==> src/rtl/regfile_write_arbiter.sv <==
// regfile_write_arbiter: clears every register after reset, then round-robins the register file write port between ALU (A) and load (B) writeback.
// Define REGWR_ZERO_LOCK_EN to hardwire register 0 (transfers to it complete but never write).
module regfile_write_arbiter #(
  parameter int data_width = 16,
  parameter int address_width = 3,
  parameter int cnt_width = 8
) (
  input  logic                     clk,
  input  logic                     reset,
  input  logic                     a_valid,
  input  logic [address_width-1:0] a_addr,
  input  logic [data_width-1:0]    a_data,
  output logic                     a_ready,
  input  logic                     b_valid,
  input  logic [address_width-1:0] b_addr,
  input  logic [data_width-1:0]    b_data,
  output logic                     b_ready,
  output logic                     rf_write_enable,
  output logic [address_width-1:0] rf_write_address,
  output logic [data_width-1:0]    rf_write_data,
  output logic                     init_busy,
  output logic                     last_grant,
  output logic [cnt_width-1:0]     conflict_count
);
  localparam logic [0:0] init_s = 1'b0;
  localparam logic [0:0] arb_s = 1'b1;
  logic [0:0] state;
  logic [address_width-1:0] ptr;
  logic [address_width-1:0] sel_addr;
  logic [data_width-1:0] sel_data;
  logic both, xfer, lock;
  assign init_busy = state == init_s;
  assign both = a_valid & b_valid;
  // On a conflict the requester that did not win last time gets the port.
  assign a_ready = !init_busy & a_valid & (!b_valid | last_grant);
  assign b_ready = !init_busy & b_valid & (!a_valid | !last_grant);
  assign xfer = a_ready | b_ready;
  assign sel_addr = a_ready ? a_addr : b_addr;
  assign sel_data = a_ready ? a_data : b_data;
`ifdef REGWR_ZERO_LOCK_EN
  assign lock = sel_addr == '0;
`else
  assign lock = 1'b0;
`endif
  always_ff @(posedge clk or negedge reset)
    if (!reset) begin
      state <= init_s;
      ptr <= '0;
      rf_write_enable <= 1'b0;
      rf_write_address <= '0;
      rf_write_data <= '0;
      last_grant <= 1'b1;
      conflict_count <= '0;
    end else if (init_busy) begin
      rf_write_enable <= 1'b1;
      rf_write_address <= ptr;
      rf_write_data <= '0;
      ptr <= ptr + 1'b1;
      if (ptr == '1) state <= arb_s;
    end else begin
      rf_write_enable <= xfer & !lock;
      if (xfer & !lock) begin
        rf_write_address <= sel_addr;
        rf_write_data <= sel_data;
      end
      if (xfer) last_grant <= b_ready;
      if (both && conflict_count != '1) conflict_count <= conflict_count + 1'b1;
    end
endmodule

==> config.mk <==
export PLATFORM = sky130hd
export DESIGN_NAME = regfile_write_arbiter
export DESIGN_NICKNAME = d
export VERILOG_FILES = /design/src/rtl/regfile_write_arbiter.sv
export SDC_FILE = /design/constraint.sdc
export NUM_CORES = 1
export LEC_CHECK = 0
export CORE_MARGIN = 3
export CORE_UTILIZATION = 25
export DETAILED_ROUTE_END_ITERATION = 6
export SYNTH_ARGS = -nofsm -noshare
export SYNTH_HDL_FRONTEND = slang
export SYNTH_SLANG_ARGS = --single-unit
==> constraint.sdc <==
create_clock -name clk -period 1.4 [get_ports clk]
set_input_delay 0.42 -clock clk [delete_from_list [all_inputs] [get_ports clk]]
set_output_delay 0.42 -clock clk [all_outputs]
set_load 0.02 [all_outputs]
==> flow_summary.toml <==
[route]
via_per_inst = 4.54
vias = 1479
first_pass_iters = 3
drc = 0
dr.max_layer_used = "met4"
wl_um = 4320
antenna_left = 0
met3_length_um = 349
dr_wl_met2_um = 1990
drt_iter0_markers = 47
drt-met1-wl_um = 1920
drt-wirelength-per-cell_um = 13.2

[grt]
grt_usage = 0.122
antenna_found_initial = 0
grt_max_degree = 33
overflow = 0
grt_pass1_wl_um = 7130
grt_pass1_vias = 1515

[logic_synthesis]
ys.flop_type = "dfrtp_1"
synth_edf_count = 0
synth-seq-cells = 33
yosysTopAreaCellShare = 0.500
syn_area_mm2 = 0.00160
avgSynthCellArea_um2 = 10.9
ys_top_cells_by_count = "32 x dfrtp_1, 19 x mux2i_1, 17 x nand3_1, 9 x a21oi_1, 9 x o21ai_0"
syn_nets = 192
yosys_warnings = 0
ys_seq_area_frac = 0.516
syn_inst = 147
synth.distinct_cells = 35
async_flop_share = 1.00
synth_top_area_cell = "dfrtp_1"
netlist_top_cells_area = "dfrtp_1 50%, mux2i_1 12%, nand3_1 5.3%"
yosysMostFrequentCell = "dfrtp_1"

[floorplanning]
rows = 28
die_h_um = 86.1
die_width_um = 86.1
die_area_mm2 = 0.00741
num_io_pins = 74
coreArea_mm2 = 0.00606
initial_core_util = 0.264

[clock_tree]
cts_sinks = 33
cts_max_level = 2
cts_root_buf = "clkbuf_8"
insertion_delay_ns = 0.28
tritoncts = "done"
clkSlewWorstSetupHoldPaths_ns = 0.07
clk_path_buf_depth = 2
numCtsBuffers = 5

[timing]
final.setup.tns_ns = -1.45
layout_min_cycle_time_ns = 1.63
min_period_over_period = 1.17
setup_ws_ns = -0.234
slew_headroom = 0.853
finalHoldViolCount = 0
fmax_mhz = 612
setup_viol = 20
rsz0062_at_grt = "true"
tightest_slew_ns = 0.220
fin_skew_ns = 0.00292
final_max_slew_viol_count = 0

[finish]
drive_above_1_share = 0.382
final_cell_area_mm2 = 0.00276
nets = 295
fillCellCount = 596
layoutNonFillerInstCount = 326
area_growth_pct = 72.4
diodes = 0

[pwr]
p_per_area_mw_per_mm2 = 1140
ir_drop_v = 0.000496
leakage_nw = 1.26
power_mw = 3.15

[critical_path]
crit_fanout = 3
worstPathRequired_ns = 0.98
arrival_ns = 1.21
cp-start-kind = "flop"
worstSetupPathType = "flop to output port"
end_kind = "output port"

[place]
dp.cells = 309
dpl.hpwl_um = 3110
portBuffers = 73
placed_area_mm2 = 0.00258
gp_congestion = 0.754
preCtsSetupSlack_ns = -0.870

[run]
drv_cap = 0

[min_path]
min_path_type = "input pin to async pin"

[run_status]
outcome = "finished, violations left"
violations = "negative setup slack"
## report_power, final
part | internal [mW] | switching (mW)
Combinational | 0.586 | 0.552
Clock | 0.444 | 0.355
Sequential | 1.11 | 0.104
## routing by layer
layer,vias up,track usage
li1,738,-
met1,684,0.153
met2,51,0.195
met3,6,0.0432
met4,0,0.0403
met5,-,0
## stage by stage
step,utilization,hold WS (ns)
finish,0.456,0.455
CTS,0.470,0.447
floorplan,-,0.124
detailed placement,0.426,0.220
global placement,0.426,0.219
global route,0.456,0.451
## what timing repair did
action	CTS	global route
hold buffers	1	0
endpoints found under the hold margin	1	0
pin swaps	2	7
gates cloned	1	0
buffers inserted	6	3
endpoints found under the setup margin	59	49
resized for setup	118	30
## state kept, by name (all words and copies together) (netlist names)
| register | cells |
|---|---|
| conflict_count | 8 |
| ptr | 3 |
| rf_write_address | 3 |
| last_grant | 1 |
| state | 1 |
| rf_write_data | 16 |
| rf_write_enable | 1 |
## worst max-delay path, cell delays in order, from the launching register on
cell     delay [ns]
dfstp_2        0.55
inv_2          0.05
a21oi_4        0.18
buf_6          0.15
## final timing paths
check	from	depth (start not counted)	end	slack, ns
worst max-delay path	last_grant$_DFFE_PN1P_	3	a_ready	-0.23
worst min-delay path	reset	2	conflict_count[6]$_DFFE_PN0P_	0.46
worst max register to register	last_grant$_DFFE_PN1P_	5	rf_write_address[0]$_DFFE_PN0P_	-0.16
worst min register to register	rf_write_data[1]$_DFFE_PN0P_	2	rf_write_data[1]$_DFFE_PN0P_	0.52
max in group asynchronous	reset	3	last_grant$_DFFE_PN1P_	0.52
min in group clk	rf_write_data[1]$_DFFE_PN0P_	2	rf_write_data[1]$_DFFE_PN0P_	0.52
## area by class of cell
| cell class | instances | area, µm² | area share |
|---|---|---|---|
| sequential | 33 | 831 | 0.301 |
| clock inverter | 1 | 5.00 | 0.00181 |
| timing repair buffer | 106 | 956 | 0.346 |
| multi-input combinational | 102 | 771 | 0.279 |
| clock buffer | 7 | 96.3 | 0.0349 |
| tap | 75 | 93.8 | 0.0340 |
| inverter | 2 | 10.0 | 0.00362 |
## cells in the final DEF (no fill, tap or decap), types with 2 or more instances in the layout
cell             instances
a21oi_1                  8
dfrtp_1                 29
xnor2_1                  2
buf_12                   5
mux2i_1                 16
buf_6                    5
o21ai_1                 16
buf_8                    2
clkdlybuf4s15_1          3
buf_2                    3
nor2_1                   3
nand2_1                  5
and3_4                   2
nand3_1                 17
clkdlybuf4s15_2          4
buf_4                   24
nand4_1                  2
mux2_2                   3
clkdlybuf4s50_1         38
dfrtp_2                  3
nor2b_1                  2
clkbuf_2                20
mux2i_2                  3
a31oi_1                  2
ha_1                     2
clkbuf_8                 7
o22ai_1                  2
mux2_4                   2
## cells by family after synthesis
kind of cell	after synthesis	share of synthesized area
multiplexers	24	0.154
XOR/XNOR	2	0.0109
buffers and inverters	12	0.0453
adder cells (fa/ha/maj)	3	0.0234
flip-flops	33	0.516
AO/OA/AOI/OAI	34	0.121
AND/OR/NAND/NOR	39	0.130
Power figures use the tool's default switching activity.
